**src/rtl/keypad_press_encoder.sv**
```systemverilog
// keypad_press_encoder: turns 4 raw push-buttons into one-hot key pulses.
// Sync, debounce, multi-press reject, one pulse per physical press.
//
// Ports:
//   clock    : system clock, rising edge
//   reset    : synchronous, active-high
//   button   : raw async buttons, bit3 -> key 4'b1000 ... bit0 -> 4'b0001
//   key      : one-hot key code, 4'b0000 when idle
//   busy     : high whenever the FSM is not in IDLE
//   rejected : one-cycle pulse when a multi-button press is dropped
//   pressed  : debounced pressed state, active-high
module keypad_press_encoder #(
  parameter int unsigned DEBOUNCE_CYCLES   = 500000,
  parameter int unsigned PULSE_CYCLES      = 4,
  parameter int unsigned GAP_CYCLES        = 2,
  parameter bit          BUTTON_ACTIVE_LOW = 1'b1
) (
  input  logic       clock,
  input  logic       reset,
  input  logic [3:0] button,
  output logic [3:0] key,
  output logic       busy,
  output logic       rejected,
  output logic [3:0] pressed
);

  localparam int unsigned DB_W = $clog2(DEBOUNCE_CYCLES + 1);
  localparam int unsigned T_MAX =
    (PULSE_CYCLES > GAP_CYCLES) ? PULSE_CYCLES : GAP_CYCLES;
  localparam int unsigned T_W = $clog2(T_MAX + 1);

  localparam logic [DB_W-1:0] DB_END = DB_W'(DEBOUNCE_CYCLES);
  localparam logic [T_W-1:0]  P_LOAD = T_W'(PULSE_CYCLES - 1);
  localparam logic [T_W-1:0]  G_LOAD = T_W'(GAP_CYCLES - 1);

  typedef enum logic [1:0] {
    IDLE,
    PULSE,
    GAP,
    WAIT_RELEASE
  } state_t;

  logic [3:0]            btn_norm;
  logic [3:0]            sync1;
  logic [3:0]            sync2;
  logic [3:0][DB_W-1:0]  db_cnt;
  logic [3:0]            pressed_d;
  logic [3:0]            new_press;
  logic                  multi;
  logic [1:0]            settle;
  logic                  armed;

  state_t                state_q, state_d;
  logic [3:0]            key_q, key_d;
  logic                  rej_q, rej_d;
  logic [T_W-1:0]        tcnt_q, tcnt_d;

  assign btn_norm = BUTTON_ACTIVE_LOW ? ~button : button;

  always_ff @(posedge clock) begin
    if (reset) begin
      sync1 <= '0;
      sync2 <= '0;
    end else begin
      sync1 <= btn_norm;
      sync2 <= sync1;
    end
  end

  always_ff @(posedge clock) begin
    if (reset) begin
      db_cnt    <= '0;
      pressed   <= '0;
      pressed_d <= '0;
    end else begin
      pressed_d <= pressed;
      for (int i = 0; i < 4; i++) begin
        if (sync2[i] == pressed[i]) begin
          db_cnt[i] <= '0;
        end else if (db_cnt[i] == DB_END) begin
          pressed[i] <= sync2[i];
          db_cnt[i]  <= '0;
        end else begin
          db_cnt[i] <= db_cnt[i] + 1'b1;
        end
      end
    end
  end

  // A button still held across reset must not produce a pulse once it
  // re-debounces; acceptance is armed only after the synchroniser has
  // refilled and everything reads released.
  always_ff @(posedge clock) begin
    if (reset) begin
      settle <= '0;
      armed  <= 1'b0;
    end else begin
      if (settle != 2'd2) begin
        settle <= settle + 1'b1;
      end
      if (settle == 2'd2 && sync2 == 4'b0 && pressed == 4'b0) begin
        armed <= 1'b1;
      end
    end
  end

  assign new_press = pressed & ~pressed_d;
  assign multi     = (new_press & (new_press - 4'd1)) != 4'b0;

  always_ff @(posedge clock) begin
    if (reset) begin
      state_q <= IDLE;
      key_q   <= '0;
      rej_q   <= 1'b0;
      tcnt_q  <= '0;
    end else begin
      state_q <= state_d;
      key_q   <= key_d;
      rej_q   <= rej_d;
      tcnt_q  <= tcnt_d;
    end
  end

  always_comb begin
    state_d = state_q;
    key_d   = key_q;
    rej_d   = 1'b0;
    tcnt_d  = tcnt_q;
    unique case (state_q)
      IDLE: begin
        if (armed && new_press != 4'b0) begin
          if (multi) begin
            state_d = WAIT_RELEASE;
            rej_d   = 1'b1;
          end else begin
            state_d = PULSE;
            key_d   = new_press;
            tcnt_d  = P_LOAD;
          end
        end
      end
      PULSE: begin
        if (tcnt_q == '0) begin
          state_d = GAP;
          key_d   = 4'b0;
          tcnt_d  = G_LOAD;
        end else begin
          tcnt_d = tcnt_q - 1'b1;
        end
      end
      GAP: begin
        if (tcnt_q == '0) begin
          state_d = WAIT_RELEASE;
        end else begin
          tcnt_d = tcnt_q - 1'b1;
        end
      end
      WAIT_RELEASE: begin
        if (pressed == 4'b0) begin
          state_d = IDLE;
        end
      end
      default: begin
        state_d = IDLE;
        key_d   = 4'b0;
      end
    endcase
  end

  assign key      = key_q;
  assign rejected = rej_q;
  assign busy     = (state_q != IDLE);

endmodule

```
**config.mk**
```make
export PLATFORM = sky130hd
export DESIGN_NAME = keypad_press_encoder
export DESIGN_NICKNAME = d
export VERILOG_FILES = /design/src/rtl/keypad_press_encoder.sv
export SDC_FILE = /design/constraint.sdc
export NUM_CORES = 1
export LEC_CHECK = 0
export ABC_AREA = 1
export CAP_MARGIN = 20
export CORE_MARGIN = 2
export CORE_UTILIZATION = 60
export CTS_BUF_LIST = sky130_fd_sc_hd__clkbuf_4
export CTS_CLUSTER_DIAMETER = 80
export DETAILED_ROUTE_END_ITERATION = 10
export PLACE_DENSITY = 0.76
export SLEW_MARGIN = 20
export SYNTH_ARGS = -nofsm -noshare
export SYNTH_HDL_FRONTEND = slang
export SYNTH_SLANG_ARGS = --single-unit
```
**constraint.sdc**
```tcl
create_clock -name clock -period 1.8 [get_ports clock]
set_input_delay 0.27 -clock clock [delete_from_list [all_inputs] [get_ports clock]]
set_output_delay 0.27 -clock clock [all_outputs]
set_load 0.005 [all_outputs]
```
# Yosys cells after proc, flatten, opt, wreduce, memory -nomap -nowiden
# Cells that the tools add are included.
[totals] wordCells=93 reg_bits=105 inputBits=6 output_inout_bits=10
[classes] n_eq_ne=19 n_mux=16 n_addsub=7 n_reduce_logical=24 n_bitwise=10
[op_table] op="$add A19 B1 Y19 const B" count=4
[op_table] op="$eq A19 B19 Y1 const B" count=4
[op_table] op="$reduce_or A3 Y1" count=5
[op_table] op="$ne A2 B2 Y1 const B" count=7
[op_table] op="$mux W3" count=4
[op_table] op="$mux W4" count=3
[op_table] op="$reduce_and A4 Y1" count=3
[op_table] op="$mux W2" count=5
[op_table] op="$pmux W3 S3" count=1
[op_table] op="$and A4 B4 Y4" count=2
[op_table] op="$logic_not A4 Y1" count=2
[op_table] op="$not A4 Y4" count=2
[op_table] op="$pmux W2 S4" count=1
[op_table] op="$pmux W4 S2" count=1
[op_table] op="$reduce_and A2 Y1" count=4
[op_table] op="$reduce_bool A4 Y1" count=2
[op_table] op="$eq A2 B2 Y1 const B" count=3
[op_table] op="$not A1 Y1" count=6
[op_table] op="$eq A1 B1 Y1" count=4
[op_table] op="$reduce_bool A2 Y1" count=2
[op_table] op="$sub A4 B1 Y4 const B" count=1
[op_table] op="$logic_and A1 B1 Y1" count=3
[op_table] op="$logic_not A3 Y1" count=1
[op_table] op="$reduce_bool A3 Y1" count=1
[op_table] op="5 further kinds" count=5

# Logic depth before layout (Yosys ltp)
[logic_depth] word_depth=8 depth_mapped=11 ltp_nobuf=11

# Worst setup path after synthesis
# Ideal clock, no wire load.
[synth_timing] kind="reg-to-reg" from="register db_cnt[0] in the netlist's numbering" to="register db_cnt[16] in the netlist's numbering" arrival_time_ns=1.396 n_path_buf=1 t_required_ns=1.685 slack_ns=0.289 period_less_slack_ns=1.511 setup_time_ns=0.115 stages_incl_launch_ff=11 cell_sequence="dfxtp_1 inv_2 ha_1 nand2_1 nor3_1 nand3_1 nor3_2 nand2_1 nand2_2 buf_4 nor2_1"
[synth_between] elab_chain_cells=2 word_cells_on_any_way=3 classes_between="add/sub: 1; eq/ne: 1; reduce/logical: 1"
[synth_lines] element="start: declaration" line="46" text="logic [3:0][DB_W-1:0] db_cnt;"
[synth_lines] element="start signal: indexed assignment" line="84" text="db_cnt[i] <= db_cnt[i] + 1'b1;"
[synth_lines] element="parallel branches: the longest is 2 deep, another holds $add A19 B1 Y19"
# Parallel ways; which one is timed is not known.
# A chain may end at the register's enable or synchronous reset.

# Final worst setup path
[layout_timing] from="register pressed[0]" to="output pressed[0]"
[layout_rtl] element="start: declaration" line="24" text="output logic [3:0] pressed"
[layout_rtl] element="start signal: indexed assignment" line="81" text="pressed[i] <= sync2[i];"
# No word-level cell between the ends.

==> out/metrics.cfg <==
[worst_setup_path]
arrival_ns = 1.47
r2r-start = db_cnt[0]
crit_slowest_cell = clkdlybuf4s50_1
crit_chain = clkdlybuf4s50_1
crit_family = buffers and inverters
cp.required_ns = 1.53
crit_start = pressed[0]
cpPeakStageDelay_ns = 0.55
crit_buf_inv = 1
worst-path-max-fanout = 6
worstSetupPathType = reg -> out
crit_path_end_kind = primary output
cp-start-kind = flop

[sta]
relSlewSlack_pct = 65.6
slew_viol_final = 0
hold_viol_final = 0
clock.fmax_ghz = 0.574
finalCritPeriodShare_pct = 96.8
worst_hold_slack_ns = 0.340
fin_crit_ns = 1.74
final.setup.worst_slack_ns = 0.0577
tns_ns = 0
tightest_slew_ns = 0.516
finalSetupViolations = 0
worst_clock_skew_ns = 0.0227

[floorplan]
die_width_microns = 97.6
initial_core_util_pct = 61.1
die-height_microns = 97.6
design.core.area_sq_mm = 0.00859
fp.dieArea_sq_mm = 0.00952
rows = 34
io_pins = 16

[synth]
syn-cell-area_sq_mm = 0.00525
synth_cell_type_count = 36
synth_fp_nets = 760
avgSynthCellArea_sq_um = 7.13
async_flop_share_pct = 0
ys_ff_latch = 105
synth_edf_count = 0
yosys_most_used_dff = dfxtp_1
synth.area.top_cells = dfxtp_1 40%, nand2_1 11%, nor2_1 8.6%
synth_top_area_share_pct = 40.0
synth_warnings = 0
synth.largest_area_cell = dfxtp_1
syn_inst = 737
seq_area_frac_synth_pct = 40.0

[min_path]
min_from = button[0]
hold_path.class = in -> reg

[global_route]
grt_use_total_pct = 22.1
grt_pass1_wl_microns = 17800
grt_pass1_vias = 4443
antenna_found_initial = 0
overflow = 0
grt_max_degree = 20

[job]
maxCapViolations = 0

[drt]
routed_via_density = 5.21
wirelength_microns = 10200
wire_per_inst_microns = 11.6
route.detailed.drc = 0
dr.pass1.iters = 4
vias = 4582
drtAntennaViolNets = 0
drt_iter0_drc = 164

[cts]
cts.hold.buffers_added = 0
cts_tree = yes
clk_pin_slew_ns = 0.15
clockBufferDepth = 2
cts_root_buffer = clkbuf_4
clkLatencyLatePin_ns = 0.46
clock_sinks = 105
cts-buffers-inserted = 9
htree_levels = 3

[placed_design]
dp_hpwl_microns = 7560
preCtsSetupSlack_ns = 0.0525
dp.cells = 860
gp_congestion = 0.869
portBuffers = 15

[power]
power.leakage_nw = 1.96
powerDensity_mw_per_mm2 = 644
ir_drop_mv = 0.460

[final_layout]
antennaDiodeCount = 0
nNetsFinal = 790
areaGrowthSynthToFinish_pct = 9.86
drive_above_1_share_pct = 10.2
final_common_cell = nand2_1
final_cell_mix = 151 x nand2_1, 119 x nor2_1, 99 x dfxtp_1
stdcell_count = 880

[outcome]
status = complete, no violations

layout make-up:
type | count | area (sq um)
Fill cell | 752 | 2820
Multi-Input combinational cell | 530 | 2790
Sequential cell | 105 | 2110
Inverter | 96 | 360
Timing Repair Buffer | 25 | 236
Tap cell | 108 | 135
Clock buffer | 11 | 82.6
Clock inverter | 5 | 55.1
what timing repair did:
action | CTS | global route
resized for setup | 4 | 13
pin swaps | 0 | 3
endpoints found under the setup margin | 1 | 57
gates cloned | 0 | 1
buffers inserted | 2 | 1
routing by layer:
| metal | global-route usage [%] | vias to the layer above | wire length, microns | part of all wire (%) |
|---|---|---|---|---|
| met5 | 0 | - | 0 | 0 |
| met4 | 6.30 | 0 | 157 | 1.5 |
| met3 | 5.25 | 15 | 287 | 2.8 |
| met2 | 42.0 | 65 | 5180 | 51 |
| met1 | 24.3 | 2087 | 4560 | 45 |
| li1 | - | 2415 | - | - |
synthesized netlist by cell type, types with 2 or more instances:
library cell  number
inv_1             92
ha_1              17
nand2_1          152
nand3_2            4
dfxtp_1          105
nor2_2             2
nand2_2            5
nand3_1           35
nor2_4             3
xnor2_1            6
nand3b_1           7
nor3_2             8
nor2_1           120
a21oi_1           44
nand4_1           23
buf_2              3
o21ai_0           15
or2_2             12
xor2_1            22
or2_0              9
nor3_4             2
nor4_1             4
inv_2              3
nor3_1            32
where the power goes:
group	leakage, nW	internal (W)	switching (W)
clock	0.0749	0.000455	0.000764
combinational	1.04	0.0000499	0.0000670
sequential	0.851	0.00236	0.0000200
total	1.96	0.00286	0.000851
sequential cells by signal (all words and copies together) (netlist names):
register   flops
state_q        2
armed          1
pressed_d      4
tcnt_q         3
key            4
sync1          4
rejected       1
settle         2
db_cnt        76
pressed        4
sync2          4
path summary, 6_finish.rpt:
kind                end  slack (ns)  cells past startpoint
max          pressed[0]        0.06                      1
min            sync1[0]        0.34                      2
max reg2reg  db_cnt[13]        0.14                      9
min reg2reg    sync2[2]        0.41                      2
cell families after synthesis:
kind of cell,after synthesis,synth area share (%)
XOR/XNOR,28,4.67
AO/OA/AOI/OAI,64,6.31
flip-flops,105,40.0
AND/OR/NAND/NOR,420,37.3
adder cells (fa/ha/maj),17,4.05
buffers and inverters,103,7.65
per-stage QoR:
step,util (%),total power (W),instance area [sq um]
floorplan,-,0.00250,5250
global placement,64.7,0.00254,5560
detailed placement,64.7,0.00254,5560
CTS,66.5,0.00376,5720
global route,67.1,0.00387,5770
finish,67.1,0.00371,5770
No activity file was read; power rests on OpenSTA's default activity.
==> RTL change 1 (same flow settings) <==
`PULSE_CYCLES`: 4 -> 8.
--- a/src/rtl/keypad_press_encoder.sv
+++ b/src/rtl/keypad_press_encoder.sv
@@ -11,7 +11,7 @@
 //   pressed  : debounced pressed state, active-high
 module keypad_press_encoder #(
   parameter int unsigned DEBOUNCE_CYCLES   = 500000,
-  parameter int unsigned PULSE_CYCLES      = 4,
+  parameter int unsigned PULSE_CYCLES      = 8,
   parameter int unsigned GAP_CYCLES        = 2,
   parameter bit          BUTTON_ACTIVE_LOW = 1'b1
 ) (
Formal check against the unedited RTL: same outputs for any inputs over 10 cycles, from zero or initial values and one cycle with reset high; that may be too few to reach the edited logic, so the function may still have changed.
==> RTL change 1 against the original RTL <==
- synthesized area rose by 0.69%
- core utilization about the same
- global-route usage up 0.40 points
- power rose by 7.5%
- die area increased by 0.67%
- routed wire length increased by 1.6%
- first-iteration DRC count decreased by 7.9%
- worst setup slack better by 0.041 ns
- design area up 0.56%
- sequential cell count is 1 higher
- maximum frequency up 2.4%
- critical path depth unchanged
==> RTL change 1: results (changes against the original RTL) <==
stage,metric,value,unit,change
run_status,status,completed,,unchanged
synth,syn_nets,762,,was 760
detailed_routing,wl_met2,5160,µm,was 5180 µm
worst_setup_path,crit_arrival,1.43,ns,was 1.47 ns
detailed_routing,vias_per_cell,5.17,,was 5.21
detailed_routing,drtIter0Drc,151,,was 164
detailed_routing,firstDrtPassIters,5,,was 4
worst_hold_path,worstHoldStart,button[3],,was button[0]
worst_hold_path,min_to,sync1[3],,was sync1[0]
sta,clock_skew,0.0127,ns,was 0.0227 ns
place,dp_hpwl,7840,µm,was 7560 µm
detailed_routing,wl,10300,µm,was 10200 µm
final_layout,seq_share,36.8,%,was 36.6%
final_layout,design_area,5800,µm²,was 5770 µm²
final_layout,buf_share,3.73,%,was 4.10%
final_layout,drive_gt1_share,10.1,%,was 10.2%
final_layout,nNonClkInverters,97,,was 96
synth,yosysSeqAreaShare,40.1,%,was 40.0%
global_route,grt_pass1_vias,4406,,was 4443
final_layout,clock_area_share,3.19,%,was 2.39%
final_layout,fill_cells,791,,was 752
final_layout,final_util,67.2,%,was 67.1%
detailed_routing,drt-met1-wl,4780,µm,was 4560 µm
power_and_ir_drop,vdd_drop_max,0.383,mV,was 0.460 mV
detailed_routing,wl_met3,286,µm,was 287 µm
place,gp_congestion,0.935,,was 0.869
global_route,grt_usage,22.5,%,was 22.1%
global_route,grt.met3_usage,4.94,%,was 5.25%
worst_setup_path,r2r_cells,8,,was 9
final_layout,num-multi-input-gates,529,,was 530
global_route,met2_usage,41.7,%,was 42.0%
final_layout,multi_input_area,2770,µm²,was 2790 µm²
worst_setup_path,r2r_start,db_cnt[19],,was db_cnt[0]
global_route,met1_usage,26.5,%,was 24.3%
global_route,grt_pass1_wl,18200,µm,was 17800 µm
sta,worst_pin_slew,0.408,ns,was 0.516 ns
worst_setup_path,critPathMaxFanout,5,,was 6
RTL change 1: cell types whose count changed in the layout (fill, tap and decap cells not counted), sizes merged, moves of 2 or more:
cell	unedited run	this run
nand2	159	153
clkinv	3	1
nor3b	1	4
nor2	125	152
a21oi	45	33
nand3	39	32
or2	21	13
xor2	22	26
nor3	42	35
bufinv	1	3
nand4	23	28
RTL change 1: worst max-delay path by stage:
stage | cells after the start | start | endpoint | slack, ns
final | 1 | pressed[1] | pressed[1] | 0.1
after detailed placement | 8 | db_cnt[19] | db_cnt[31] | 0.08
after global placement | 6 | reset | db_cnt[72] | 0.11
after CTS | 1 | pressed[2] | pressed[2] | 0.02
after floorplan | 8 | db_cnt[38] | db_cnt[54] | 0.31
after global routing | 8 | db_cnt[38] | db_cnt[54] | 0.009
RTL change 1: cells by family after synthesis:
kind of cell | synth area share, %
xor+xnor | 5.47
buf+inv | 7.81
compound gates | 5.21
simple gates | 37.4
fa+ha+maj | 4.02
flops | 40.1
RTL change 1: repair_timing:
item	4_1_cts	5_1_grt
buffers inserted	3	0
setup endpoints to repair	1	19
cloned	0	0
resized for setup	4	10
pin swaps	1	0
RTL change 1: metrics by stage:
stage	total power, µW	hold WS [ns]	cells	worst slack, ns
4_1_cts	4060	0.301	880	0.0169
6_report	3990	0.326	880	0.0982
3_5_place_dp	2560	0.402	861	0.0817
5_1_grt	4150	0.306	880	0.00930
3_3_place_gp	2560	0.393	861	0.107
2_1_floorplan	2520	0.337	739	0.313
RTL change 1: report_power, final:
group,total [µW],internal (µW),switching [µW]
combinational,111,45.2,65.5
clock,1480,733,747
sequential,2400,2380,22.2
RTL change 1: worst register-to-register path, delay by kind of cell (launching register included):
kind	cells	cell delay, ns
adders and majority gates	1	0.22
and+or+nand+nor	7	0.90
DFF	1	0.42
==> RTL change 2 (config.mk and constraints unchanged) <==
Without the edit above. Put one more register stage on the output `key`, without a reset. The value now appears one clock later. The other outputs are not delayed to match.
--- a/src/rtl/keypad_press_encoder.sv
+++ b/src/rtl/keypad_press_encoder.sv
@@ -167,7 +167,9 @@
     endcase
   end
 
-  assign key      = key_q;
+  always_ff @(posedge clock) begin
+    key <= key_q;
+  end
   assign rejected = rej_q;
   assign busy     = (state_q != IDLE);
 
Check against the original RTL: same outputs for any inputs over 10 cycles, from zero or initial values and one cycle with reset high; that may be too few to reach the edited logic, so the function may still have changed.
==> RTL change 2 against the original RTL <==
- worst hold slack got worse by 0.018 ns
- routed wire length grew 4.5%
- die area grew 2.4%
- core utilization is 0.48 points higher
- design area rose by 2.2%
- first-iteration DRC count increased by 4.9%
- sequential cell count increased by 4
- combinational power is 3% higher
- power decreased by 0.72%
- worst setup slack better by 0.011 ns
- maximum frequency increased by 0.62%
- cell count up 1.5%
- synthesized area is 2.5% higher
- largest power group unchanged
==> RTL change 2: results (changes against the original RTL) <==
stage,metric,value,unit,change
detailed_routing,wl,10600,µm,was 10200 µm
worst_setup_path,cpPeakStageDelay,0.36,ns,was 0.55 ns
sta,max-slew-margin-rel,64.5,%,was 65.6%
place,placed_area,5710,µm²,was 5560 µm²
final_layout,nets,803,,was 790
power_and_ir_drop,p_sw_share,24.4,%,was 22.9%
global_route,grt_usage,22.9,%,was 22.1%
synth,ys_top_cells_by_area,"dfxtp_1, nand2_1, nor2_1",,unchanged
synth,syn_nets,771,,was 760
worst_setup_path,cp_slowest_cell,dfxtp_1,,was clkdlybuf4s50_1
global_route,grt_pass1_vias,4430,,was 4443
detailed_routing,drtIter0Drc,172,,was 164
sta,clock_skew,0.0214,ns,was 0.0227 ns
synth,yosysUniqueCellTypes,32,,was 36
detailed_routing,wl_met2,5130,µm,was 5180 µm
place,gp_congestion,0.906,,was 0.869
run_status,status,completed,,unchanged
worst_setup_path,critical-path-top-delay-family,simple AND/OR/NAND/NOR gates,,was buffers and inverters
global_route,grt_pass1_wl,18700,µm,was 17800 µm
sta,hold_ws,0.322,ns,was 0.340 ns
detailed_routing,firstDrtPassIters,5,,was 4
power_and_ir_drop,leakage,0.00199,µW,was 0.00196 µW
detailed_routing,wl_met3,403,µm,was 287 µm
worst_setup_path,r2r_cells,10,,was 9
synth,synth-xor-area-share,4.72,%,was 4.67%
power_and_ir_drop,vdd_drop_max,0.486,mV,was 0.460 mV
worst_setup_path,reg2reg_slack,0.07,ns,was 0.14 ns
worst_setup_path,crit_arrival,2.09,ns,was 1.47 ns
final_layout,drive_gt1_share,9.68,%,was 10.2%
synth,synth_compound_area_share,6.37,%,was 6.31%
detailed_routing,drt-met1-wl,4990,µm,was 4560 µm
synth,synth-adder-area-share,3.95,%,was 4.05%
==> RTL change 2: cell count changes in the layout (fill, tap and decap cells not counted), sizes merged, moves of 3 or more <==
cell    change
nand2       +7
nand3       +7
or2         -7
nor3        -5
dfxtp       +4
inv         +4
nor2        -4
nand3b      +3
nand4       +3
xor2        +3
==> RTL change 2: cell families after synthesis <==
logic type / count (synthesis)
and+or+nand+nor: 421
DFF: 109
buffers and inverters: 106
AOI/OAI and AO/OA: 66
xor gates and xnor gates: 29
adders and majority gates: 17
==> RTL change 2: stage by stage <==
stage / power, µW / setup WS (ns) / setup TNS (ns) / utilization [%] / std cells
final: 3690 / 0.0684 / 0 / 67.6 / 893
after global routing: 3830 / -0.0491 / -0.525 / 67.6 / 893
after CTS: 3740 / 0.0386 / 0 / 67.0 / 891
after detailed placement: 2640 / 0.0202 / 0 / 65.5 / 873
after global placement: 2630 / 0.104 / 0 / 65.5 / 873
after floorplan: 2590 / 0.288 / 0 / - / 748
==> RTL change 2: power by group through the flow <==
stage / Combinational [µW] / Sequential (µW) / Clock [µW]
final: 121 / 2470 / 1100
after detailed placement: 120 / 2520 / 0
after global routing: 141 / 2470 / 1220
after floorplan: 82.0 / 2510 / 0
after global placement: 114 / 2520 / 0
after CTS: 121 / 2470 / 1150
==> RTL change 2: layout make-up <==
class                      instances  area (µm²)
sequential                       109        2190
fill                             781        2820
clock buffer                       9        67.6
multi-input combinational        534        2820
inverter                          99         372
timing repair buffer              27         264
clock inverter                     7        50.0
tap                              108         135
==> RTL change 2: metal layers <==
layer  vias up  track usage [%]
met5         -                0
met1      2153             29.7
li1       2460                -
met2        78             38.9
met4         0             7.90
met3        10             3.90
==> RTL change 2: what timing repair did <==
action,4_1_cts,5_1_grt
cloned,0,1
gates resized for setup,5,13
setup endpoints to repair,2,58
setup buffers,2,1
pin swaps,0,2
==> RTL change 2: worst max path at each step <==
stage / slack [ns] / to / depth (start not counted) / from
2_1_floorplan: 0.29 / db_cnt[16] / 10 / db_cnt[0]
3_3_place_gp: 0.10 / db_cnt[74] / 6 / reset
3_5_place_dp: 0.02 / db_cnt[30] / 6 / reset
4_1_cts: 0.04 / pressed[2] / 1 / pressed[2]
5_1_grt: -0.05 / db_cnt[7] / 10 / db_cnt[0]
6_report: 0.07 / db_cnt[13] / 10 / db_cnt[0]
